### src/rtl/spram_arbiter.sv
// spram_arbiter: shares one 16K x 16 single-port SPRAM between port A (CPU)
// and port B (video/DMA). One access is accepted per clock. The acknowledge
// and the RAM-side address/data/write-enable are registered. Read data comes
// back to the granted port two cycles after the acknowledging edge.
// Optional build macro SPRAM_ARB_FIXED_PRIO_EN: port A always wins contention
// and port B is only served when A is idle. Otherwise the arbiter alternates
// between the ports when both request.
module spram_arbiter (
   input  logic        clk,
   input  logic        rst_n,
   input  logic        a_req,
   input  logic        a_we,
   input  logic [13:0] a_addr,
   input  logic [15:0] a_wdata,
   output logic        a_ack,
   output logic        a_rvalid,
   output logic [15:0] a_rdata,
   input  logic        b_req,
   input  logic        b_we,
   input  logic [13:0] b_addr,
   input  logic [15:0] b_wdata,
   output logic        b_ack,
   output logic        b_rvalid,
   output logic [15:0] b_rdata,
   output logic [13:0] ram_addr,
   output logic [15:0] ram_data_in,
   output logic        ram_we,
   input  logic [15:0] ram_data_out
);

   typedef enum logic {
      PORT_A = 1'b0,
      PORT_B = 1'b1
   } port_t;

   logic  grant_a;
   logic  grant_b;

   // Read tag: stage 1 is the access sitting on the RAM inputs, stage 2 is
   // the access whose data is on ram_data_out.
   logic  tag1_valid;
   port_t tag1_port;
   logic  tag2_valid;
   port_t tag2_port;

`ifdef SPRAM_ARB_FIXED_PRIO_EN
   // Fixed priority grant: A always wins, B only when A is idle.
   always_comb begin
      grant_a = a_req;
      grant_b = b_req & ~a_req;
   end
`else
   port_t last_q;

   // Round-robin grant: on contention serve the port that did not win last.
   always_comb begin
      grant_a = 1'b0;
      grant_b = 1'b0;
      if (a_req && b_req) begin
         if (last_q == PORT_B) begin
            grant_a = 1'b1;
         end else begin
            grant_b = 1'b1;
         end
      end else begin
         grant_a = a_req;
         grant_b = b_req;
      end
   end

   // Remember the last granted port; idle cycles leave it unchanged.
   always_ff @(posedge clk or negedge rst_n) begin
      if (!rst_n) begin
         last_q <= PORT_B;
      end else if (grant_a) begin
         last_q <= PORT_A;
      end else if (grant_b) begin
         last_q <= PORT_B;
      end
   end
`endif

   // Request stage: register ack, RAM inputs and the read tag for the winner.
   always_ff @(posedge clk or negedge rst_n) begin
      if (!rst_n) begin
         a_ack       <= 1'b0;
         b_ack       <= 1'b0;
         ram_addr    <= 14'd0;
         ram_data_in <= 16'd0;
         ram_we      <= 1'b0;
         tag1_valid  <= 1'b0;
         tag1_port   <= PORT_A;
      end else begin
         a_ack <= grant_a;
         b_ack <= grant_b;
         if (grant_a) begin
            ram_addr    <= a_addr;
            ram_data_in <= a_wdata;
            ram_we      <= a_we;
            tag1_valid  <= ~a_we;
            tag1_port   <= PORT_A;
         end else if (grant_b) begin
            ram_addr    <= b_addr;
            ram_data_in <= b_wdata;
            ram_we      <= b_we;
            tag1_valid  <= ~b_we;
            tag1_port   <= PORT_B;
         end else begin
            ram_we     <= 1'b0;
            tag1_valid <= 1'b0;
         end
      end
   end

   // Tag follows the access while the SPRAM performs the read.
   always_ff @(posedge clk or negedge rst_n) begin
      if (!rst_n) begin
         tag2_valid <= 1'b0;
         tag2_port  <= PORT_A;
      end else begin
         tag2_valid <= tag1_valid;
         tag2_port  <= tag1_port;
      end
   end

   // Return stage: capture RAM data into the tagged port only.
   always_ff @(posedge clk or negedge rst_n) begin
      if (!rst_n) begin
         a_rvalid <= 1'b0;
         b_rvalid <= 1'b0;
         a_rdata  <= 16'd0;
         b_rdata  <= 16'd0;
      end else begin
         a_rvalid <= tag2_valid && (tag2_port == PORT_A);
         b_rvalid <= tag2_valid && (tag2_port == PORT_B);
         if (tag2_valid && (tag2_port == PORT_A)) begin
            a_rdata <= ram_data_out;
         end
         if (tag2_valid && (tag2_port == PORT_B)) begin
            b_rdata <= ram_data_out;
         end
      end
   end

endmodule

### config.mk
export PLATFORM = sky130hd
export DESIGN_NAME = spram_arbiter
export DESIGN_NICKNAME = d
export VERILOG_FILES = /design/src/rtl/spram_arbiter.sv
export SDC_FILE = /design/constraint.sdc
export NUM_CORES = 1
export LEC_CHECK = 0
export BUFFER_PORTS_ARGS = -buffer_cell sky130_fd_sc_hd__buf_2
export CAP_MARGIN = 40
export CORE_ASPECT_RATIO = 1.1
export CORE_MARGIN = 2
export CORE_UTILIZATION = 30
export DETAILED_ROUTE_END_ITERATION = 8
export RECOVER_POWER = 25
export SLEW_MARGIN = 20
export SYNTH_ARGS = -nofsm -noshare
export SYNTH_HDL_FRONTEND = slang
export SYNTH_SLANG_ARGS = --single-unit
### constraint.sdc
create_clock -name clk -period 1.4 [get_ports clk]
set_clock_uncertainty 0.2 [all_clocks]
set_input_delay 0.35 -clock clk [delete_from_list [all_inputs] [get_ports clk]]
set_output_delay 0.35 -clock clk [all_outputs]
set_load 0.05 [all_outputs]
* Word-level counts from Yosys, hierarchy flattened *
Index checks and enable logic that the tools add are counted.

storage, ports and cells
  flip-flop bits (word level) = 72
  input bits = 82
  output and inout port bits = 67
  logic and storage cells = 35

operators by class
  muxes and demuxes = 14
  bitwise logic cells = 3
  reductions and logical operators = 4

operators with widths
  cell                number
  16-bit two-way mux  2
  14-bit two-way mux  2
  1-bit two-way mux   10
  1-bit logical AND   3
  1-bit inverter      3
  2-bit nonzero test  1

* Depth between registers and ports, before layout *
Gate-level depths: netlist (run 1).

  depth in word-level cells = 4
  mapped depth = 6
  mapped depth without buffers = 4

* Worst setup path before layout (run 1) *
Ideal clock, no wire load.

  path type = reg-to-reg
  start = register tag2_port
  end = register a_rdata[10]
  library setup time = 0.125 ns
  data arrival time = 1.092 ns
  required time = 1.075 ns
  setup slack = -0.017 ns
  cell stages (with the launch flop) = 5
  path buffers = 2
  clock period less this slack = 1.417 ns
  cells stage by stage = dfrtp_1 -> nor2b_1 -> buf_6 -> buf_6 -> mux2_2

on the way
  word-level cells in the longest chain between the ends = 2

RTL lines
  element                 RTL line  text
  start, declared         44        port_t tag2_port;
  start signal, assigned  122       tag2_port <= tag1_port;
  1-bit inverter          136       if (tag2_valid && (tag2_port == PORT_A)) begin
  1-bit logical AND       136
  end signal, assigned    137       a_rdata <= ram_data_out;
  end, declared           17        output logic [15:0] a_rdata,

Every way passes these cells.
A chain may end at the register's enable or synchronous reset.

* Worst setup path in the final report (run 1) *
  start = register last_q
  end = register ram_addr[3]

on the way
  word-level cells in the longest chain between the ends = 3
  elaborated cells between the ends (all ways) = 6
  classes of those cells = mux: 5; reduce/logical: 1

RTL lines
  element                                                          RTL line  text
  start, declared                                                  53        port_t last_q;
  start signal, assigned                                           74        last_q <= PORT_B;
  start signal, assigned                                           76        last_q <= PORT_A;
  start signal, assigned                                           78        last_q <= PORT_B;
  1-bit two-way mux                                                60        if (last_q == PORT_B) begin
  1-bit two-way mux                                                59        if (a_req && b_req) begin
  14-bit two-way mux / 2-bit nonzero test (equally long branches)  n/a
  end signal, assigned                                             97        ram_addr <= a_addr;
  end signal, assigned                                             103       ram_addr <= b_addr;
  end, declared                                                    25        output logic [13:0] ram_addr,

Several ways; a longest one is shown, not always the timed one.

==> flow_metrics.env, run 1 <==
export IMPL_rsz0062_at_grt="true"
export IMPL_antenna_found_initial=1
export IMPL_final_core_utilization=0.5311
export IMPL_finalSetupTns_ns=-3.166
export IMPL_post_route_min_period_ns=1.474
export IMPL_grt_max_degree=31
export IMPL_setup_viol=98
export IMPL_routed_wl_um=9863
export IMPL_cp_required_ns=1.41
export IMPL_numCtsBuffers=9
export IMPL_startpoint="last_q$_DFFE_PN1P_"
export IMPL_avgSynthCellArea_sq_um=12.96
export IMPL_clk_latency_ns=0.32
export IMPL_core_area_sq_um=10810
export IMPL_crit_end="ram_addr[3]$_DFFE_PN0P_"
export IMPL_routedWlPerCell_um=16.52
export IMPL_cts_tree="done"
export IMPL_grt_overflow=0
export IMPL_ctsHtreeMaxLevel=3
export IMPL_slew_headroom=0.7396
export IMPL_syn_to_final_growth_pct=73.69
export IMPL_whs_path_depth=2
export IMPL_p_leak_nw=2.829
export IMPL_nets=526
export IMPL_dieArea_sq_um=11880
export IMPL_clkSlewWorstSetupHoldPaths_ns=0.06
export IMPL_fin_cells=597
export IMPL_hold_class="input port to flop"
export IMPL_synth_warnings=0
export IMPL_synthCells=255
export IMPL_worst_path_max_delay_cell="dfstp_2"
export IMPL_period_share=1.053
export IMPL_nFillCells=968
export IMPL_dieWidth_um=104.1
export IMPL_dpl_cell_area_sq_um=4305
export IMPL_seq_area_frac_synth=0.5454
export IMPL_rows=40
export IMPL_cts_sinks=72
export IMPL_antenna_left=0
export IMPL_worstRegToRegCells=6
export IMPL_cp_num_cells=6
export IMPL_slew_viol_final=0
export IMPL_synthDistinctLibCells=22
export IMPL_routed_via_count=2755
export IMPL_routed_via_density=4.615
export IMPL_p_total_mw=9.286
export IMPL_critPathBufInv=3
export IMPL_irDropWorstVdd_v=0.0006077
export IMPL_grt_pass1_wl_um=15040
export IMPL_end_kind="flop"
export IMPL_gp_congestion=0.7623
export IMPL_final_cell_mix="buf_2, dfrtp_1, buf_6, mux2_4, inv_1"
export IMPL_initial_utilization=0.3058
export IMPL_max_freq_mhz=678.4
export IMPL_timing_final_ws_setup_ns=-0.07396
export IMPL_hpwl_um=5940
export IMPL_worst_slew_pin_slew_ns=0.3871
export IMPL_crit_type="flop to flop"
export IMPL_status="complete, but fails checks"
export IMPL_slowest_delay_ns=0.53
export IMPL_maxCapViolCount=0
export IMPL_layout_commonest_cell="buf_2"
export IMPL_r2r_end="ram_addr[3]$_DFFE_PN0P_"
export IMPL_cts_path_max_buffers=2
export IMPL_powerDensity_nw_per_um2=1617
export IMPL_portBuffers=148
export IMPL_grt_use_total=0.1609
export IMPL_hold_viol_final=0
export IMPL_drt_initial_drc_count=127
export IMPL_pre_cts_slack_ns=-0.1667
export IMPL_ioPinCount=149
export IMPL_first_pass_iters=4
export IMPL_grt_pass1_vias=2928
export IMPL_r2r_slack_ns=-0.07
export IMPL_drc=0
export IMPL_hold_ws_ns=0.05467
export IMPL_crit_fanout=8
export IMPL_synth_area_sq_um=3306
export IMPL_arrival_ns=1.48
export IMPL_final_layout_size_suffix_gt1_frac=0.7261
export IMPL_synth_fp_nets=337
export IMPL_start_kind="flop"
export IMPL_cts_root_buf="clkbuf_16"
export IMPL_ys_ff_latch=72
export IMPL_die_y_um=114.1
export IMPL_regToRegStartpoint="last_q$_DFFE_PN1P_"
export IMPL_cp_top_family="flip-flops"
export IMPL_violations="setup timing"
export IMPL_placed_cells=547
export IMPL_path_cells="nand2b_4 -> nand2_4 -> inv_4 -> buf_12 -> clkbuf_16 -> a21oi_2"
export IMPL_fin_area_sq_um=5742
[state kept, by name, summed over array words and instances (netlist names)]
register,count
ram_addr,14
b_rvalid,1
a_rvalid,1
tag1_port,1
tag2_valid,1
b_rdata,16
a_ack,1
ram_we,1
ram_data_in,16
tag1_valid,1
b_ack,1
tag2_port,1
last_q,1
a_rdata,16
[synthesized netlist by cell type]
library cell	n	area, sq um
dfrtp_1	71	1777
inv_1	32	120.1
mux2_2	32	360.4
a21oi_1	30	150.1
mux2_4	30	450.4
o22ai_1	28	175.2
buf_2	10	50.05
buf_12	3	60.06
buf_6	3	33.78
nor2_1	2	7.510
o21ai_0	2	10.01
o22ai_2	2	25.02
a21boi_0	1	7.510
a22o_1	1	8.760
clkbuf_1	1	3.750
dfstp_2	1	26.28
inv_2	1	3.750
nand2_1	1	3.750
nand2_2	1	6.260
nand2b_1	1	6.260
nand2b_4	1	13.76
nor2b_1	1	6.260
[layer usage]
layer	global-route usage	vias up	share of wire
met3	0.02732	14	0.038
met5	0	-	0
li1	-	1277	-
met1	0.2004	1373	0.42
met4	0.06306	0	0.017
met2	0.2803	91	0.53
[worst register-to-register path: cells and delay by family, from the launching register on]
kind / cells / cell delay [ns]
AND/OR/NAND/NOR: 2 / 0.23
AO/OA/AOI/OAI: 1 / 0.06
flip-flops: 1 / 0.53
buffers and inverters: 3 / 0.35
[how the worst min path moves through the flow]
stage | endpoint | slack (ns) | from
6_report | tag1_valid$_DFF_PN0_ | 0.05 | a_we
5_1_grt | ram_addr[8]$_DFFE_PN0P_ | 0.05 | a_addr[8]
4_1_cts | ram_data_in[9]$_DFFE_PN0P_ | 0.04 | a_wdata[9]
3_5_place_dp | ram_data_in[13]$_DFFE_PN0P_ | 0.08 | rst_n
3_3_place_gp | ram_data_in[13]$_DFFE_PN0P_ | 0.09 | rst_n
2_1_floorplan | a_ack$_DFF_PN0_ | -0.15 | rst_n
[power breakdown]
part           leakage, nW  switching [mW]  internal (mW)  total, mW
Clock                0.159           0.833           1.57       2.40
Sequential           0.841           0.312           2.52       2.83
Combinational         1.83            2.26           1.79       4.05
[area by class of cell]
class | count | area, sq um | share of cell area
antenna | 1 | 2.502 | 0.0004358
clock buffer | 14 | 284.0 | 0.04947
clock inverter | 2 | 35.03 | 0.006102
inverter | 33 | 126.4 | 0.02201
multi-input combinational | 133 | 1531 | 0.2667
sequential | 72 | 1803 | 0.3140
tap | 147 | 183.9 | 0.03203
timing repair buffer | 195 | 1775 | 0.3092
[cell families after synthesis]
kind of cell           Yosys count  share of synthesized area
AOI/OAI and AO/OA               64                     0.1139
buffers and inverters           50                    0.08213
DFF                             72                     0.5454
muxes                           62                     0.2453
and+or+nand+nor                  7                    0.01325
[repair_timing]
item | in CTS | in global routing
gates resized for setup | 155 | 57
buffers inserted | 15 | 13
endpoints found under the setup margin | 112 | 117
hold buffers | 1 | 0
pin swaps | 9 | 20
hold endpoints to repair | 17 | 0
gates cloned | 3 | 3
No activity file was read; power rests on OpenSTA's default activity.
==> inputs of run 2 (changes only) <==
--- a/config.mk
+++ b/config.mk
@@ -9,8 +9,9 @@
 export CAP_MARGIN = 40
 export CORE_ASPECT_RATIO = 1.1
 export CORE_MARGIN = 2
-export CORE_UTILIZATION = 30
+export CORE_UTILIZATION = 23
 export DETAILED_ROUTE_END_ITERATION = 8
+export GPL_ROUTABILITY_DRIVEN = 0
 export RECOVER_POWER = 25
 export SLEW_MARGIN = 20
 export SYNTH_ARGS = -nofsm -noshare
==> constraint.sdc (replaced) <==
create_clock -name clk -period 1.2 [get_ports clk]
set_clock_uncertainty 0.2 [all_clocks]
set_input_delay 0.3 -clock clk [delete_from_list [all_inputs] [get_ports clk]]
set_output_delay 0.3 -clock clk [all_outputs]
set_load 0.05 [all_outputs]
==> run 2 against run 1 <==
Via count is 4.7% higher. Sequential power is 18% higher. Highest routed layer unchanged. Critical path type is now flop to output port. First-iteration DRC count is 30% lower. Die area is 29% higher. Core utilization is 9.5 points lower. Sequential cell count stayed put. The run still ends with setup timing left. Wire length is 9.2% higher. Total power is 18% higher. Critical endpoint is now ram_addr[12]. Final area is 5.6% higher. Combinational power is 23% higher.
==> flow_metrics.env, run 2 (same netlist as run 1, synthesis figures left out) <==
export IMPL_whs_path_depth=2
export IMPL_cp_top_family="flip-flops"
export IMPL_final_core_utilization=0.4362
export IMPL_crit_type="flop to output port"
export IMPL_hold_viol_final=0
export IMPL_syn_to_final_growth_pct=83.50
export IMPL_slew_headroom=0.6734
export IMPL_numCtsBuffers=9
export IMPL_initial_utilization=0.2377
export IMPL_dpl_cell_area_sq_um=4461
export IMPL_dieArea_sq_um=15350
export IMPL_post_route_min_period_ns=1.417
export IMPL_nFillCells=1249
export IMPL_hold_class="input port to flop"
export IMPL_grt_pass1_wl_um=15620
export IMPL_pre_cts_slack_ns=-0.3016
export IMPL_holdPathEnd="b_rdata[4]$_DFFE_PN0P_"
export IMPL_setup_viol=133
export IMPL_powerDensity_nw_per_um2=1806
export IMPL_period_share=1.181
export IMPL_ioPinCount=149
export IMPL_status="complete, but fails checks"
export IMPL_placed_cells=591
export IMPL_max_freq_mhz=705.7
export IMPL_worst_path_max_delay_cell="dfrtp_2"
export IMPL_rsz0062_at_grt="true"
export IMPL_grt_overflow=0
export IMPL_crit_fanout=2
export IMPL_die_y_um=129.7
export IMPL_cts_sinks=72
export IMPL_path_cells="buf_8"
export IMPL_drc=0
export IMPL_layout_commonest_cell="buf_2"
export IMPL_ctsHtreeMaxLevel=3
export IMPL_cp_num_cells=1
export IMPL_routed_via_density=4.255
export IMPL_first_pass_iters=4
export IMPL_violations="setup timing"
export IMPL_maxCapViolCount=0
export IMPL_cts_tree="done"
export IMPL_cp_required_ns=0.70
export IMPL_fin_area_sq_um=6066
export IMPL_r2r_slack_ns=-0.21
export IMPL_clkSlewWorstSetupHoldPaths_ns=0.06
export IMPL_end_kind="output port"
export IMPL_slowest_delay_ns=0.42
export IMPL_grt_use_total=0.1304
export IMPL_hp_start="ram_data_out[4]"
export IMPL_arrival_ns=0.92
export IMPL_clk_latency_ns=0.33
export IMPL_p_leak_nw=2.980
export IMPL_regToRegStartpoint="last_q$_DFFE_PN1P_"
export IMPL_irDropWorstVdd_v=0.0006269
export IMPL_hpwl_um=6305
export IMPL_final_cell_mix="buf_2, buf_6, mux2_4, dfrtp_1, dlygate4sd3_1"
export IMPL_routed_via_count=2885
export IMPL_routedWlPerCell_um=15.88
export IMPL_finalSetupTns_ns=-23.82
export IMPL_final_layout_size_suffix_gt1_frac=0.6755
export IMPL_dieWidth_um=118.3
export IMPL_critPathBufInv=1
export IMPL_r2r_end="ram_addr[8]$_DFFE_PN0P_"
export IMPL_antenna_found_initial=0
export IMPL_cts_root_buf="clkbuf_16"
export IMPL_top_regs="a_rdata (16), b_rdata (16), ram_data_in (16)"
export IMPL_slew_viol_final=0
export IMPL_start_kind="flop"
export IMPL_worstRegToRegCells=4
export IMPL_routed_wl_um=10770
export IMPL_portBuffers=148
export IMPL_antenna_left=0
export IMPL_core_area_sq_um=13910
export IMPL_worst_slew_pin_slew_ns=0.4899
export IMPL_nets=567
export IMPL_insertedDiodeCount=0
export IMPL_cts_path_max_buffers=2
export IMPL_drt_initial_drc_count=89
export IMPL_grt_max_degree=54
export IMPL_timing_final_ws_setup_ns=-0.2171
export IMPL_fin_cells=678
export IMPL_grt_pass1_vias=3078
export IMPL_rows=45
run 2: changes by cell type in the layout (fill, tap and decap cells not counted), moves of 3 or more:
cell,delta
mux2_2,-17
clkbuf_8,-4
a21oi_1,+13
o22ai_2,-16
dlygate4sd3_1,+39
mux2_4,+17
o22ai_1,+16
dfrtp_1,-30
buf_16,-3
dfrtp_2,+30
buf_8,+3
a21oi_2,-12
run 2: what timing repair did:
item / CTS / global route
setup endpoints to repair: 134 / 134
pin swaps: 7 / 7
buffers inserted: 14 / 13
endpoints found under the hold margin: 114 / 0
cloned: 0 / 4
resized for setup: 174 / 18
hold buffers: 40 / 0
run 2: worst register-to-register path, stage by stage (launching register included):
cell      delay [ns]
dfstp_2         0.53
nand2b_4        0.17
buf_12          0.18
o22ai_1         0.12
a21oi_2         0.13
run 2: metal layers:
| layer | global-route usage | wire length [um] | vias up |
|---|---|---|---|
| li1 | - | - | 1356 |
| met1 | 0.1559 | 4584 | 1410 |
| met2 | 0.2214 | 5435 | 104 |
| met3 | 0.03628 | 566 | 15 |
| met4 | 0.05670 | 182 | 0 |
| met5 | 0 | 0 | - |
run 2: how the worst max path moves through the flow:
stage / to / startpoint / slack [ns]
2_1_floorplan: a_rdata[10]$_DFFE_PN0P_ / tag2_port$_DFF_PN0_ / -0.20
3_3_place_gp: ram_data_in[6]$_DFFE_PN0P_ / b_req / -0.26
3_5_place_dp: ram_addr[9]$_DFFE_PN0P_ / b_req / -0.30
4_1_cts: ram_addr[7] / ram_addr[7]$_DFFE_PN0P_ / -0.24
5_1_grt: ram_addr[13]$_DFFE_PN0P_ / last_q$_DFFE_PN1P_ / -0.26
6_report: ram_addr[12] / ram_addr[12]$_DFFE_PN0P_ / -0.22
run 2: report_power, final:
group	internal [mW]	leakage (nW)	switching [mW]
Clock	1.60	0.138	1.05
Combinational	2.29	2.03	2.68
Sequential	2.96	0.813	0.379
run 2: per-stage QoR:
step,hold slack (ns),power (mW)
after floorplan,-0.1956,5.885
after global placement,0.09827,6.772
after detailed placement,0.1065,6.832
after CTS,0.00004496,10.70
after global routing,0.009069,11.37
final,0.01912,10.96
run 2: final cells by class:
| type | instances | area (sq um) | share of cell area |
|---|---|---|---|
| inverter | 33 | 136.4 | 0.02248 |
| sequential | 72 | 1841 | 0.3034 |
| clock inverter | 6 | 60.06 | 0.009901 |
| timing repair buffer | 236 | 2113 | 0.3484 |
| multi-input combinational | 133 | 1451 | 0.2393 |
| tap | 188 | 235.2 | 0.03878 |
| clock buffer | 10 | 229.0 | 0.03775 |
==> inputs of run 3 (changes only) <==
--- a/config.mk
+++ b/config.mk
@@ -9,9 +9,10 @@
 export CAP_MARGIN = 40
 export CORE_ASPECT_RATIO = 1.1
 export CORE_MARGIN = 2
-export CORE_UTILIZATION = 23
+export CORE_UTILIZATION = 42
 export DETAILED_ROUTE_END_ITERATION = 8
 export GPL_ROUTABILITY_DRIVEN = 0
+export PLACE_DENSITY = 0.76
 export RECOVER_POWER = 25
 export SLEW_MARGIN = 20
 export SYNTH_ARGS = -nofsm -noshare
==> run 3 against run 2 <==
The flow still finishes with violations (setup timing). Final area rose by 0.87%. Core utilization increased by 37 points. Non-clock buffer count rose by 17. Sequential power barely moved. Worst setup slack worse by 0.035 ns. Via count grew 6.1%. Clock power is 22% lower. Sequential cell count unchanged. Final cell count down 9.7%. Highest routed layer unchanged. Clock-buffer cell count unchanged. Die area is 44% lower.
==> flow_metrics.env, run 3 (same netlist as run 1, synthesis figures left out) <==
export IMPL_hold_viol_final=0
export IMPL_post_route_min_period_ns=1.452
export IMPL_grt_use_total=0.2431
export IMPL_worst_slew_pin_slew_ns=0.5945
export IMPL_path_cells="buf_6"
export IMPL_routedWlPerCell_um=18.69
export IMPL_grt_overflow=0
export IMPL_worst_path_max_delay_cell="dfrtp_1"
export IMPL_dieWidth_um=88.59
export IMPL_p_total_mw=10.61
export IMPL_clkSlewWorstSetupHoldPaths_ns=0.09
export IMPL_regToRegStartpoint="tag2_port$_DFF_PN0_"
export IMPL_pre_cts_slack_ns=-0.3284
export IMPL_grt_pass1_vias=3240
export IMPL_routed_via_density=5.000
export IMPL_end_kind="output port"
export IMPL_top_regs="a_rdata (16), b_rdata (16), ram_data_in (16)"
export IMPL_first_pass_iters=4
export IMPL_cts_root_buf="clkbuf_8"
export IMPL_critPathBufInv=1
export IMPL_routed_via_count=3060
export IMPL_r2r_end="a_rdata[11]$_DFFE_PN0P_"
export IMPL_crit_fanout=2
export IMPL_hp_start="ram_data_out[3]"
export IMPL_rsz0062_at_grt="true"
export IMPL_slew_viol_final=0
export IMPL_antenna_left=0
export IMPL_hold_class="input port to flop"
export IMPL_maxCapViolCount=0
export IMPL_ctsHtreeMaxLevel=3
export IMPL_rows=33
export IMPL_final_layout_size_suffix_gt1_frac=0.7041
export IMPL_whs_path_depth=2
export IMPL_drc=0
export IMPL_violations="setup timing"
export IMPL_cp_top_family="flip-flops"
export IMPL_initial_utilization=0.4375
export IMPL_die_y_um=97.05
export IMPL_numCtsBuffers=9
export IMPL_irDropWorstVdd_v=0.0009149
export IMPL_slowest_delay_ns=0.43
export IMPL_insertedDiodeCount=0
export IMPL_crit_type="flop to output port"
export IMPL_holdPathEnd="a_rdata[3]$_DFFE_PN0P_"
export IMPL_grt_max_degree=27
export IMPL_max_freq_mhz=688.9
export IMPL_nets=584
export IMPL_arrival_ns=0.95
export IMPL_antenna_found_initial=0
export IMPL_clk_latency_ns=0.35
export IMPL_drt_initial_drc_count=87
export IMPL_setup_viol=183
export IMPL_cts_path_max_buffers=2
export IMPL_final_cell_mix="buf_2, buf_6, mux2_4, dlygate4sd3_1, buf_4"
export IMPL_core_area_sq_um=7556
export IMPL_status="complete, but fails checks"
export IMPL_cp_required_ns=0.70
export IMPL_cts_sinks=72
export IMPL_placed_cells=513
export IMPL_hpwl_um=5798
export IMPL_p_leak_nw=3.046
export IMPL_slew_headroom=0.6036
export IMPL_nFillCells=417
export IMPL_timing_final_ws_setup_ns=-0.2517
export IMPL_syn_to_final_growth_pct=85.09
export IMPL_start_kind="flop"
export IMPL_r2r_slack_ns=-0.25
export IMPL_fin_cells=612
export IMPL_routed_wl_um=11440
export IMPL_grt_pass1_wl_um=15950
export IMPL_period_share=1.210
export IMPL_portBuffers=148
export IMPL_ioPinCount=149
export IMPL_dieArea_sq_um=8597
export IMPL_layout_commonest_cell="buf_2"
export IMPL_cts_tree="done"
export IMPL_powerDensity_nw_per_um2=1734
export IMPL_worstRegToRegCells=3
run 3: cell types whose count changed in the layout (fill, tap and decap cells not counted), sizes merged:
| cell | before | now |
|---|---|---|
| buf | 192 | 204 |
| dlygate4sd3 | 40 | 45 |
| inv | 32 | 35 |
| clkinv | 4 | 2 |
| clkinvlp | 2 | 1 |
run 3: worst register-to-register path, delay by kind of cell, from the launching register on:
kind	cells	cell delay (ns)
flops	1	0.44
mux	1	0.32
simple gates	1	0.18
buf+inv	1	0.18
run 3: routing by layer:
metal,part of all wire,vias to the layer above,GRT usage
met1,0.37,1496,0.2633
met4,0.018,0,0.08508
met5,0,-,0
met3,0.062,26,0.06314
li1,-,1384,-
met2,0.55,154,0.4442
run 3: area by class of cell:
type	count	area (sq um)	area share
clock inverter	6	72.57	0.01186
multi-input combinational	133	1516	0.2479
sequential	72	1841	0.3008
inverter	33	136.4	0.02229
tap	105	131.4	0.02147
timing repair buffer	253	2283	0.3732
clock buffer	10	137.6	0.02249
run 3: worst max-delay path by stage:
| stage | endpoint | startpoint | slack (ns) | cells after the start |
|---|---|---|---|---|
| floorplan | a_rdata[10]$_DFFE_PN0P_ | tag2_port$_DFF_PN0_ | -0.20 | 4 |
| global placement | ram_we$_DFF_PN0_ | b_req | -0.33 | 4 |
| detailed placement | ram_addr[8]$_DFFE_PN0P_ | b_req | -0.33 | 5 |
| CTS | ram_data_in[10] | ram_data_in[10]$_DFFE_PN0P_ | -0.25 | 1 |
| global route | ram_addr[4] | ram_addr[4]$_DFFE_PN0P_ | -0.29 | 1 |
| finish | b_rdata[15] | b_rdata[15]$_DFFE_PN0P_ | -0.25 | 1 |
run 3: what timing repair did:
| item | CTS | global route |
|---|---|---|
| hold buffers | 44 | 1 |
| resized for setup | 171 | 39 |
| endpoints found under the setup margin | 133 | 135 |
| setup buffers | 15 | 18 |
| cloned | 2 | 3 |
| pin swaps | 5 | 22 |
| hold endpoints to repair | 123 | 1 |
run 3: per-stage QoR:
step	hold slack (ns)	util	instance area, sq um	setup TNS, ns
floorplan	-0.1956	-	3430	-6.779
finish	0.01121	0.8097	6118	-30.77
global route	-0.01196	0.8097	6118	-39.04
global placement	0.008547	0.5799	4382	-14.43
detailed placement	0.01143	0.5799	4382	-14.97
CTS	0.001669	0.7601	5743	-26.13
run 3: power breakdown:
| group | internal [mW] | switching (mW) |
|---|---|---|
| Sequential | 2.95 | 0.418 |
| Combinational | 2.40 | 2.78 |
| Clock | 1.04 | 1.02 |
